File: config.mk
export PLATFORM = sky130hd
export DESIGN_NAME = dwt_vertical_haar
export DESIGN_NICKNAME = d
export VERILOG_FILES = /design/src/rtl/dwt_vertical_haar.sv
export SDC_FILE = /design/constraint.sdc
export NUM_CORES = 1
export LEC_CHECK = 0
export BUFFER_PORTS_ARGS = -buffer_cell sky130_fd_sc_hd__buf_2
export CORE_MARGIN = 2
export CORE_UTILIZATION = 60
export CTS_BUF_LIST = sky130_fd_sc_hd__clkbuf_2 sky130_fd_sc_hd__clkbuf_4 sky130_fd_sc_hd__clkbuf_8
export DETAILED_ROUTE_END_ITERATION = 10
export GPL_TIMING_DRIVEN = 0
export PLACE_DENSITY = 0.79
export SLEW_MARGIN = 20
export SYNTH_ARGS = -nofsm -noshare
export SYNTH_HDL_FRONTEND = slang
export SYNTH_SLANG_ARGS = --single-unit
File: constraint.sdc
create_clock -name HCLK -period 6.95 [get_ports HCLK]
set_input_delay 0 -clock HCLK [delete_from_list [all_inputs] [get_ports HCLK]]
set_output_delay 0 -clock HCLK [all_outputs]
set_load 0.01 [all_outputs]
File: src/rtl/dwt_vertical_haar.sv
// Vertical (column) stage of the 2-D Haar DWT: buffers even rows of row-pass L/H
// coefficients and combines them with the following odd row into LL/LH/HL/HH sub-bands.
module dwt_vertical_haar #(
    parameter int WIDTH  = 20,
    parameter int HEIGHT = 30,
    parameter int DW     = 9
) (
    input  logic            HCLK,
    input  logic            HRESET,
    input  logic            VSYNC,
    input  logic            HSYNC,
    input  logic [DW-1:0]   DATA_R_L,
    input  logic [DW-1:0]   DATA_G_L,
    input  logic [DW-1:0]   DATA_B_L,
    input  logic [DW-1:0]   DATA_R_H,
    input  logic [DW-1:0]   DATA_G_H,
    input  logic [DW-1:0]   DATA_B_H,
    output logic [3*DW-1:0] DATA_LL,
    output logic [3*DW-1:0] DATA_LH,
    output logic [3*DW-1:0] DATA_HL,
    output logic [3*DW-1:0] DATA_HH,
    output logic            OUT_VALID,
    output logic [8:0]      OUT_ROW,
    output logic [8:0]      OUT_COL,
    output logic            FRAME_DONE,
    output logic            ROW_ERR
);
    localparam int HALF = WIDTH / 2;
    localparam int CW   = (HALF > 1) ? $clog2(HALF) : 1;
    localparam int RW   = (HEIGHT > 1) ? $clog2(HEIGHT) : 1;
    localparam logic [CW-1:0] COL_LAST = CW'(HALF - 1);
    localparam logic [RW-1:0] ROW_LAST = RW'(HEIGHT - 1);

    typedef enum logic [1:0] {ST_EVEN, ST_ODD, ST_DONE} state_t;

    state_t          state_q, state_d;
    logic [CW-1:0]   col_q;
    logic [RW-1:0]   row_q;
    logic [6*DW-1:0] linebuf [HALF];
    logic [3*DW-1:0] in_l, in_h, buf_l, buf_h;
    logic [3*DW-1:0] ll_d, lh_d, hl_d, hh_d;
    logic            accept, col_wrap, short_row, drop, emit;

    assign in_l = {DATA_R_L, DATA_G_L, DATA_B_L};
    assign in_h = {DATA_R_H, DATA_G_H, DATA_B_H};
    assign {buf_l, buf_h} = linebuf[col_q];

    // (a +/- b) >>> 1 on DW+1 bits; the result always fits back into DW bits
    function automatic logic [DW-1:0] haar(input logic [DW-1:0] a, input logic [DW-1:0] b,
                                           input logic sub);
        logic [DW:0] ea, eb, s;
        ea = {a[DW-1], a};
        eb = {b[DW-1], b};
        s  = sub ? (ea - eb) : (ea + eb);
        return s[DW:1];
    endfunction

    always_comb begin
        accept    = HSYNC && !VSYNC && (state_q != ST_DONE);
        drop      = HSYNC && !VSYNC && (state_q == ST_DONE);
        short_row = !HSYNC && !VSYNC && (col_q != '0);
        col_wrap  = accept && (col_q == COL_LAST);
        emit      = accept && (state_q == ST_ODD);
        state_d   = state_q;
        case (state_q)
            ST_EVEN: if (col_wrap) state_d = ST_ODD;
            ST_ODD:  if (col_wrap) state_d = (row_q == ROW_LAST) ? ST_DONE : ST_EVEN;
            ST_DONE: state_d = ST_EVEN;
            default: state_d = ST_EVEN;
        endcase
        if (VSYNC) state_d = ST_EVEN;
    end

    always_comb begin
        ll_d = '0;
        lh_d = '0;
        hl_d = '0;
        hh_d = '0;
        for (int unsigned ch = 0; ch < 3; ch++) begin
            ll_d[ch*DW +: DW] = haar(buf_l[ch*DW +: DW], in_l[ch*DW +: DW], 1'b0);
            lh_d[ch*DW +: DW] = haar(buf_l[ch*DW +: DW], in_l[ch*DW +: DW], 1'b1);
            hl_d[ch*DW +: DW] = haar(buf_h[ch*DW +: DW], in_h[ch*DW +: DW], 1'b0);
            hh_d[ch*DW +: DW] = haar(buf_h[ch*DW +: DW], in_h[ch*DW +: DW], 1'b1);
        end
    end

    always_ff @(posedge HCLK or posedge HRESET) begin
        if (HRESET) begin
            state_q    <= ST_EVEN;
            col_q      <= '0;
            row_q      <= '0;
            DATA_LL    <= '0;
            DATA_LH    <= '0;
            DATA_HL    <= '0;
            DATA_HH    <= '0;
            OUT_VALID  <= 1'b0;
            OUT_ROW    <= '0;
            OUT_COL    <= '0;
            FRAME_DONE <= 1'b0;
            ROW_ERR    <= 1'b0;
        end else begin
            state_q    <= state_d;
            OUT_VALID  <= 1'b0;
            FRAME_DONE <= 1'b0;
            DATA_LL    <= '0;
            DATA_LH    <= '0;
            DATA_HL    <= '0;
            DATA_HH    <= '0;
            if (VSYNC) begin
                col_q   <= '0;
                row_q   <= '0;
                ROW_ERR <= 1'b0;
            end else begin
                if (drop || short_row) ROW_ERR <= 1'b1;
                if (short_row) begin
                    col_q <= '0;
                end else if (accept) begin
                    if (col_wrap) begin
                        col_q <= '0;
                        row_q <= (row_q == ROW_LAST) ? '0 : row_q + 1'b1;
                    end else begin
                        col_q <= col_q + 1'b1;
                    end
                end
                if (emit) begin
                    OUT_VALID  <= 1'b1;
                    DATA_LL    <= ll_d;
                    DATA_LH    <= lh_d;
                    DATA_HL    <= hl_d;
                    DATA_HH    <= hh_d;
                    OUT_ROW    <= 9'(row_q >> 1);
                    OUT_COL    <= 9'(col_q);
                    FRAME_DONE <= col_wrap && (row_q == ROW_LAST);
                end
            end
        end
    end

    // Even rows only write and odd rows only read, so no read/write bypass is required
    always_ff @(posedge HCLK) begin
        if (accept && state_q == ST_EVEN) linebuf[col_q] <= {in_l, in_h};
    end
endmodule
After elaboration in Yosys (flattened, before gate mapping)
Memories as Yosys holds them, arrays and structs flattened.
Cells that the tools add are included.
- register bits: 130
- RAM bits: 540
- input bits: 58
- output and inout port bits: 129
- word-level logic and storage cells: 87
- memories: 1
- add/sub/neg operators: 14
- equal/unequal tests: 8
- mux-type cells: 30
- bitwise gates (word level): 1
- reductions and logical operators: 21
- memory list (name ; depth ; width ; rd ports ; clocked after Yosys merged registers in ; write ports ; RTL line ; RTL):
    linebuf ; 10 ; 54 ; 1 ; 0 ; 1 ; 39 ; logic [6*DW-1:0] linebuf [HALF];
- operators by type and width (operator ; number):
    $mux 27 ; 8
    $add 9x9->10 ; 6
    $sub 9x9->10 ; 6
    $mux 5 ; 5
    $mux 4 ; 4
    $logic_and 1x1->1 ; 9
    $mux 1 ; 8
    $mux 2 ; 4
    $ne 3x3->1 const B ; 2
    $reduce_bool 2->1 ; 3
    $add 5x1->5 const B ; 1
    $eq 5x5->1 const B ; 1
    $add 4x1->4 const B ; 1
    $eq 4x4->1 const B ; 1
    $ne 2x2->1 const B ; 2
    $pmux 2 s2 ; 1
    $reduce_and 2->1 ; 2
    $reduce_bool 4->1 ; 1
    $reduce_and 3->1 ; 1
    $reduce_bool 3->1 ; 1
    $eq 2x1->1 const B ; 1
    $eq 2x2->1 const B ; 1
    $logic_not 1->1 ; 2
    $logic_not 2->1 ; 1
    2 further kinds ; 2

Longest topological paths before layout
Gate-level depths: netlist (run 1).
- depth after elaboration: 8
- mapped depth: 16
- mapped depth without buffers: 11

Worst setup path before layout (run 1)
No wires, ideal clock.
- kind: register to register
- start point: reg col_q[0]
- end point: mem linebuf[0][0] in the netlist's numbering (enable)
- setup time: 0.466 ns
- arrival time: 4.372 ns
- required time: 6.484 ns
- setup slack: 2.112 ns
- cell stages (with the launch flop): 10
- path buffers: 5
- period minus slack after synthesis: 4.838 ns
- cell sequence: dfrtp_1 > buf_6 > buf_6 > buf_4 > buf_2 > buf_2 > inv_1 > ha_1 > or3b_2 > nor2_1
- RTL lines (what ; RTL line ; RTL):
    from (decl) ; 37 ; logic [CW-1:0] col_q;
    from (signal assigned) ; 122 ; col_q <= col_q + 1'b1;
    to (decl) ; 39 ;
No word-level cell before the write port.

Final worst setup path (run 1)
- start point: reg col_q[1]
- end point: reg DATA_LH[25]
- word-level cells in the longest chain between the ends: 4
- RTL lines (what ; RTL line ; RTL):
    $mem_v2 10x54 ; - ;
    $sub 9x9->10 ; 54 ; s = sub ? (ea - eb) : (ea + eb);
    $mux 27 ; 125 ; if (emit) begin
    $mux 27 ; 109 ; if (VSYNC) begin
    to (signal assigned) ; 128 ; DATA_LH <= lh_d;
    to (decl) ; 19 ; output logic [3*DW-1:0] DATA_LH,
No other way between the ends.
A chain may end at the register's enable or synchronous reset.

==> flow_metrics.env, run 1 <==
export IMPL_status="completed"
export IMPL_period_share=0.760
export IMPL_p_sw_mw=2.17
export IMPL_dp_hpwl_um=49100
export IMPL_reg2reg_setup_slack_ps=1670
export IMPL_cpPeakStageDelay_ps=650
export IMPL_max_freq_ghz=0.189
export IMPL_worstSetupPathType="flip-flop to flip-flop"
export IMPL_hp_class="primary input to flip-flop"
export IMPL_start_kind="flip-flop"
export IMPL_route_detailed_drc=0
export IMPL_worst_r2r_cell_count=13
export IMPL_synth_cell_types=64
export IMPL_synth_warnings=0
export IMPL_synth_top_family_by_area="multiplexers"
export IMPL_clock_latency_ps=690
export IMPL_die_y_um=225
export IMPL_synth_seq_area_share=0.662
export IMPL_wirelength_um=74900
export IMPL_async_flop_share=0.194
export IMPL_fillers=3167
export IMPL_fp_row_count=81
export IMPL_ys_flop_type="edfxtp_1"
export IMPL_grt_usage=0.300
export IMPL_p_clk_frac=0.379
export IMPL_clockBufferDepth=3
export IMPL_drv_slew=0
export IMPL_finClkSkew_ps=26.8
export IMPL_setup_tns_ps=0
export IMPL_synth_adder_area_share=0.0537
export IMPL_ys_seq_elements=670
export IMPL_start_util=0.604
export IMPL_cp_max_fo=10
export IMPL_synth_compound_area_frac=0.0707
export IMPL_p_seq_frac=0.497
export IMPL_num_vias=18500
export IMPL_setup_slack_ps=1670
export IMPL_hold_viol=0
export IMPL_cts_resized=0
export IMPL_clk_pin_slew_worst_paths_ps=60
export IMPL_antenna_found_initial=5
export IMPL_grt_setup_unrepaired="false"
export IMPL_place_inst=2738
export IMPL_worstPathCellList="clkbuf_1, buf_1, clkbuf_1, mux4_2, a211oi_1, a21oi_1, ha_1, nor2b_1, o21ai_0, a21oi_1, o21ai_0, a221oi_1, mux2i_1"
export IMPL_dp_slack_ps=1740
export IMPL_areaGrowthSynthToFinish_pct=16.6
export IMPL_tightest_slew_ps=1390
export IMPL_post_layout_nonfiller_instances=2992
export IMPL_crit_slowest_cell="buf_1"
export IMPL_powerDensity_mw_per_mm2=258
export IMPL_maxCapViolations=0
export IMPL_hold_path_end="row_q[0]"
export IMPL_yosysMostFrequentCell="edfxtp_1"
export IMPL_cp_required_ps=7510
export IMPL_viasPerCell=6.19
export IMPL_ctsHtreeMaxLevel=3
export IMPL_netlist_area_mm2=0.0294
export IMPL_cts_root_buffer="clkbuf_8"
export IMPL_syn_inst=1914
export IMPL_netSwitchingFraction=0.246
export IMPL_p_comb_frac=0.125
export IMPL_r2r_end="DATA_LH[25]"
export IMPL_leakagePower_nw=13.1
export IMPL_drt_iter0_markers=2159
export IMPL_cts_sinks=670
export IMPL_die_area_mm2=0.0508
export IMPL_synth_area_leader_cell="edfxtp_1"
export IMPL_p_int_mw=6.67
export IMPL_yosys_mux_area_fraction=0.111
export IMPL_finalCriticalPeriod_ps=5280
export IMPL_ir_worst_vdd_mv=0.178
export IMPL_wl_per_cell_um=25.0
export IMPL_grt_pass1_vias=18700
export IMPL_whs_ps=97.5
export IMPL_arrival_ps=5840
export IMPL_numPortBuffers=176
export IMPL_io_pins=187
export IMPL_min_path_cells=3
export IMPL_fin_util=0.705
export IMPL_avgSynthCellArea_um2=15.4
export IMPL_cts_tree="done"
export IMPL_cp_end_kind="flip-flop"
export IMPL_ant_nets=0
export IMPL_synth_edf_count=540
export IMPL_synth_xor_area_frac=0.0110
export IMPL_ys_top_cells_by_count="edfxtp_1 (540), dfrtp_1 (130), inv_1 (116)"
export IMPL_die_w_um=225
export IMPL_synth_simple_area_share=0.0627
export IMPL_drive_gt1_frac=0.233
export IMPL_synthTopCellsByArea="edfxtp_1 (55%), dfrtp_1 (11%), mux4_2 (7.4%), ha_1 (4.6%), mux2i_1 (2.3%)"
export IMPL_gp_congestion=0.894
export IMPL_num_nets_final=2459
export IMPL_worstReg2RegStart="col_q[1]"
export IMPL_drt_pass1_iterations=7
export IMPL_grt_max_degree=70
export IMPL_core_area_mm2=0.0486
export IMPL_slew_headroom=0.0728
export IMPL_yosysTopAreaCellShare=0.552
export IMPL_setup_viol=0
export IMPL_grt_overflow_total=0
export IMPL_grt_pass1_wl_um=112000
export IMPL_hold_path_startpoint="VSYNC"
export IMPL_cts_made_buffers=105
[state kept, by name (all words and copies together) (netlist names)]
| signal | cells |
|---|---|
| state_q | 2 |
| DATA_LH | 27 |
| DATA_HL | 27 |
| ROW_ERR | 1 |
| OUT_VALID | 1 |
| OUT_COL | 4 |
| DATA_HH | 27 |
| OUT_ROW | 4 |
| DATA_LL | 27 |
| col_q | 4 |
| linebuf | 540 |
| row_q | 5 |
| FRAME_DONE | 1 |
[metal layers]
metal | routed length, µm | share of wire | global-route usage | vias up
met1 | 29700 | 0.40 | 0.418 | 9271
met3 | 7070 | 0.094 | 0.0518 | 183
met4 | 2610 | 0.035 | 0.126 | 4
li1 | - | - | - | 8010
met2 | 35500 | 0.47 | 0.475 | 1039
met5 | 27 | 0.00036 | 0 | -
[cells by family (layout without fill, tap and decap cells)]
kind of cell             Yosys count  in the layout
XOR/XNOR                          37             37
flip-flops                       670            670
AND/OR/NAND/NOR                  366            366
AO/OA/AOI/OAI                    317            317
adder cells (fa/ha/maj)          119            119
buffers and inverters            204            650
multiplexers                     200            200
other                              1             11
[worst max-delay path by stage]
| stage | slack, ps | startpoint | endpoint | cells past startpoint |
|---|---|---|---|---|
| detailed placement | 1740 | col_q[1] | DATA_LH[25] | 13 |
| global placement | -660 | col_q[1] | linebuf[0][51] | 7 |
| CTS | 1710 | col_q[1] | DATA_LH[25] | 13 |
| finish | 1670 | col_q[1] | DATA_LH[25] | 13 |
| global route | 1330 | col_q[1] | DATA_LH[25] | 13 |
| floorplan | 2110 | col_q[0] | linebuf[0][0] | 9 |
[power by group through the flow]
stage          sequential, mW  clock [mW]  combinational (mW)
3_5_place_dp             4.47           0                1.05
2_1_floorplan            4.47           0               0.756
6_report                 4.39        3.35                1.10
5_1_grt                  4.39        3.55                1.20
3_3_place_gp             4.47           0                1.01
4_1_cts                  4.39        3.38                1.09
[metrics by stage]
| step | cell area (µm²) | power, mW |
|---|---|---|
| floorplan | 29400 | 5.23 |
| global placement | 31100 | 5.48 |
| detailed placement | 31500 | 5.52 |
| CTS | 34300 | 8.85 |
| global route | 34300 | 9.14 |
| finish | 34300 | 8.84 |
[cell type report]
type,instances,area [µm²],share of cell area
inverter,116,443,0.0129
tap,622,778,0.0227
clock inverter,33,184,0.00536
clock buffer,161,1970,0.0573
timing repair buffer,252,1870,0.0547
antenna,1,2.50,0.0000730
buffer,88,412,0.0120
sequential,670,19500,0.568
multi-input combinational,1049,9160,0.267
[worst max-delay path: cells and delay by family, from the launching register on]
kind                     cells  cell delay, ps
buffers and inverters        3            1850
AO/OA/AOI/OAI                6            1420
multiplexers                 2             760
adder cells (fa/ha/maj)      1             460
flip-flops                   1             430
AND/OR/NAND/NOR              1             220
[cells in the final DEF (no fill, tap or decap), types with 20 or more instances in the layout]
master,Yosys,final
buf_2,12,188
ha_1,107,107
nand2_1,70,70
a211oi_1,46,46
dfrtp_1,130,130
nor3_1,42,42
dlygate4sd3_1,0,59
a21oi_1,114,114
nor2b_1,61,61
inv_1,116,115
o21ai_0,42,42
mux2_2,26,26
clkbuf_8,0,121
xnor2_1,34,34
edfxtp_1,540,540
mux4_2,96,96
nor2_1,94,91
clkbuf_4,0,40
or3_1,20,20
clkbuf_1,52,49
mux2i_1,68,68
[what timing repair did]
action	CTS	global route
buffers inserted	0	0
hold endpoints to repair	719	0
hold buffers	59	0
(Power assumes the default switching activity.)
==> inputs of run 2 (changes only) <==
--- a/config.mk
+++ b/config.mk
@@ -7,7 +7,7 @@
 export LEC_CHECK = 0
 export BUFFER_PORTS_ARGS = -buffer_cell sky130_fd_sc_hd__buf_2
 export CORE_MARGIN = 2
-export CORE_UTILIZATION = 60
+export CORE_UTILIZATION = 57
 export CTS_BUF_LIST = sky130_fd_sc_hd__clkbuf_2 sky130_fd_sc_hd__clkbuf_4 sky130_fd_sc_hd__clkbuf_8
 export DETAILED_ROUTE_END_ITERATION = 10
 export GPL_TIMING_DRIVEN = 0
==> constraint.sdc (replaced) <==
create_clock -name HCLK -period 4.3 [get_ports HCLK]
set_input_delay 0 -clock HCLK [delete_from_list [all_inputs] [get_ports HCLK]]
set_output_delay 0 -clock HCLK [all_outputs]
set_load 0.01 [all_outputs]
==> flow_metrics.env, run 2 (synthesis results as in run 1) <==
export IMPL_status="completed"
export IMPL_period_share=0.982
export IMPL_clock_latency_ps=700
export IMPL_route_detailed_drc=0
export IMPL_clockBufferDepth=3
export IMPL_cp_required_ps=4830
export IMPL_p_comb_frac=0.129
export IMPL_ant_nets=0
export IMPL_grt_pass1_vias=18600
export IMPL_max_freq_ghz=0.237
export IMPL_place_inst=2799
export IMPL_arrival_ps=4750
export IMPL_multi_input_area_mm2=0.00935
export IMPL_antenna_found_initial=5
export IMPL_setup_tns_ps=0
export IMPL_wirelength_um=76300
export IMPL_crit_slowest_cell="mux4_2"
export IMPL_drv_slew=0
export IMPL_regArea_mm2=0.0195
export IMPL_setup_slack_ps=79.4
export IMPL_total_power_mw=14.7
export IMPL_netSwitchingFraction=0.245
export IMPL_fillers=3344
export IMPL_wl_per_cell_um=25.0
export IMPL_start_util=0.574
export IMPL_leakagePower_nw=13.4
export IMPL_worstSetupPathType="flip-flop to flip-flop"
export IMPL_start_kind="flip-flop"
export IMPL_hold_viol=0
export IMPL_dp_slack_ps=-905
export IMPL_grt_overflow_total=0
export IMPL_io_pins=187
export IMPL_wl_met2_um=36300
export IMPL_num_vias=18700
export IMPL_grt_usage=0.287
export IMPL_p_seq_frac=0.481
export IMPL_largest_reg_flops=540
export IMPL_critical_path_buf_inv_count=4
export IMPL_areaGrowthSynthToFinish_pct=18.7
export IMPL_drt_iter0_markers=2404
export IMPL_cpPeakStageDelay_ps=510
export IMPL_dp_hpwl_um=48900
export IMPL_cts_sinks=670
export IMPL_cp_end_kind="flip-flop"
export IMPL_tightest_slew_ps=1150
export IMPL_cts_root_buffer="clkbuf_8"
export IMPL_grt_pass1_wl_um=113000
export IMPL_drive_gt1_frac=0.256
export IMPL_p_sw_mw=3.61
export IMPL_finalCriticalPeriod_ps=4220
export IMPL_die_area_mm2=0.0534
export IMPL_gp_congestion=0.887
export IMPL_clk_pin_slew_worst_paths_ps=70
export IMPL_top_layer="met5"
export IMPL_fp_row_count=83
export IMPL_die_y_um=231
export IMPL_grt_max_degree=79
export IMPL_crit_family="compound AO/OA/AOI/OAI gates"
export IMPL_num_nets_final=2461
export IMPL_die_w_um=231
export IMPL_cts_made_buffers=101
export IMPL_cts_tree="done"
export IMPL_p_int_mw=11.1
export IMPL_viasPerCell=6.12
export IMPL_worstPathCellList="buf_6, buf_6, buf_8, buf_8, mux4_2, nor2b_1, a211oi_1, a21oi_1, ha_2, nor2b_1, o21ai_0, a21oi_1, o21a_1, nor3_1, nor3_1"
export IMPL_core_area_mm2=0.0512
export IMPL_drt_pass1_iterations=5
export IMPL_setup_viol=0
export IMPL_p_clk_frac=0.390
export IMPL_finClkSkew_ps=29.8
export IMPL_wl_met1_um=29300
export IMPL_ir_worst_vdd_mv=0.281
export IMPL_numPortBuffers=176
export IMPL_cp_max_fo=10
export IMPL_largest_register="linebuf"
export IMPL_fin_util=0.682
export IMPL_powerDensity_mw_per_mm2=422
export IMPL_post_layout_nonfiller_instances=3053
export IMPL_final_common_cell="edfxtp_1"
export IMPL_maxCapViolations=0
export IMPL_final_cell_mix="edfxtp_1 (540), buf_2 (185), dfrtp_1 (129), inv_1 (115), clkbuf_8 (114)"
export IMPL_ctsHtreeMaxLevel=3
export IMPL_hp_class="primary input to flip-flop"
export IMPL_wl_met3_um=7390
export IMPL_slew_headroom=0.234
==> run 2: cell count changes in the layout (fill, tap and decap cells not counted), moves of 7 or more <==
cell,previous run,this run
clkbuf_2,5,19
bufinv_16,1,10
o21ai_1,3,10
buf_6,2,9
o21ai_0,42,35
clkbuf_1,49,28
clkbuf_8,121,114
clkbuf_4,40,28
==> run 2: path summary, 6_finish.rpt <==
path / startpoint / endpoint / slack, ps / cells after the start
min: VSYNC / row_q[0] / 90 / 3
min reg2reg: OUT_ROW[3] / OUT_ROW[3] / 480 / 2
max reg2reg: col_q[0] / DATA_LH[5] / 80 / 15
max: col_q[0] / DATA_LH[5] / 80 / 15
max in group asynchronous: HRESET / DATA_LH[21] / 3070 / 5
min in group asynchronous: HRESET / OUT_ROW[3] / 450 / 4
==> run 2: metal layers <==
layer  global-route usage  up-vias
met4                0.138        4
met2                0.453     1086
li1                     -     8006
met5                    0        -
met3               0.0565      196
met1                0.388     9396
==> run 2: power groups by stage <==
stage | combinational, mW | clock (mW) | sequential, mW
6_report | 1.89 | 5.74 | 7.09
5_1_grt | 2.05 | 6.06 | 7.09
4_1_cts | 1.80 | 5.79 | 7.09
3_5_place_dp | 1.71 | 0 | 7.22
3_3_place_gp | 1.63 | 0 | 7.22
2_1_floorplan | 1.22 | 0 | 7.22
==> run 2: layout make-up <==
type,instances,area share
multi-input combinational,1049,0.268
inverter,116,0.0127
clock buffer,138,0.0501
antenna,2,0.000143
timing repair buffer,260,0.0574
buffer,86,0.0149
sequential,670,0.558
clock inverter,52,0.0146
tap,680,0.0244
==> run 2: through the flow <==
step                hold slack, ps  area [µm²]
floorplan                     63.1       29400
global placement               227       31200
detailed placement            28.9       31700
CTS                           58.3       34700
global route                   101       34900
finish                        91.0       34900
==> run 2: worst min-delay path, delay by kind of cell <==
family	cells	cell delay [ps]
buf+inv	2	680
simple gates	1	70
==> run 2: what timing repair did <==
item                                    in CTS  in global routing
gates cloned                                 0                  0
buffers inserted                             3                  2
endpoints found under the setup margin      83                 35
pin swaps                                    2                  4
hold buffers                                59                  0
endpoints found under the hold margin      733                  0
resized for setup                           60                 60
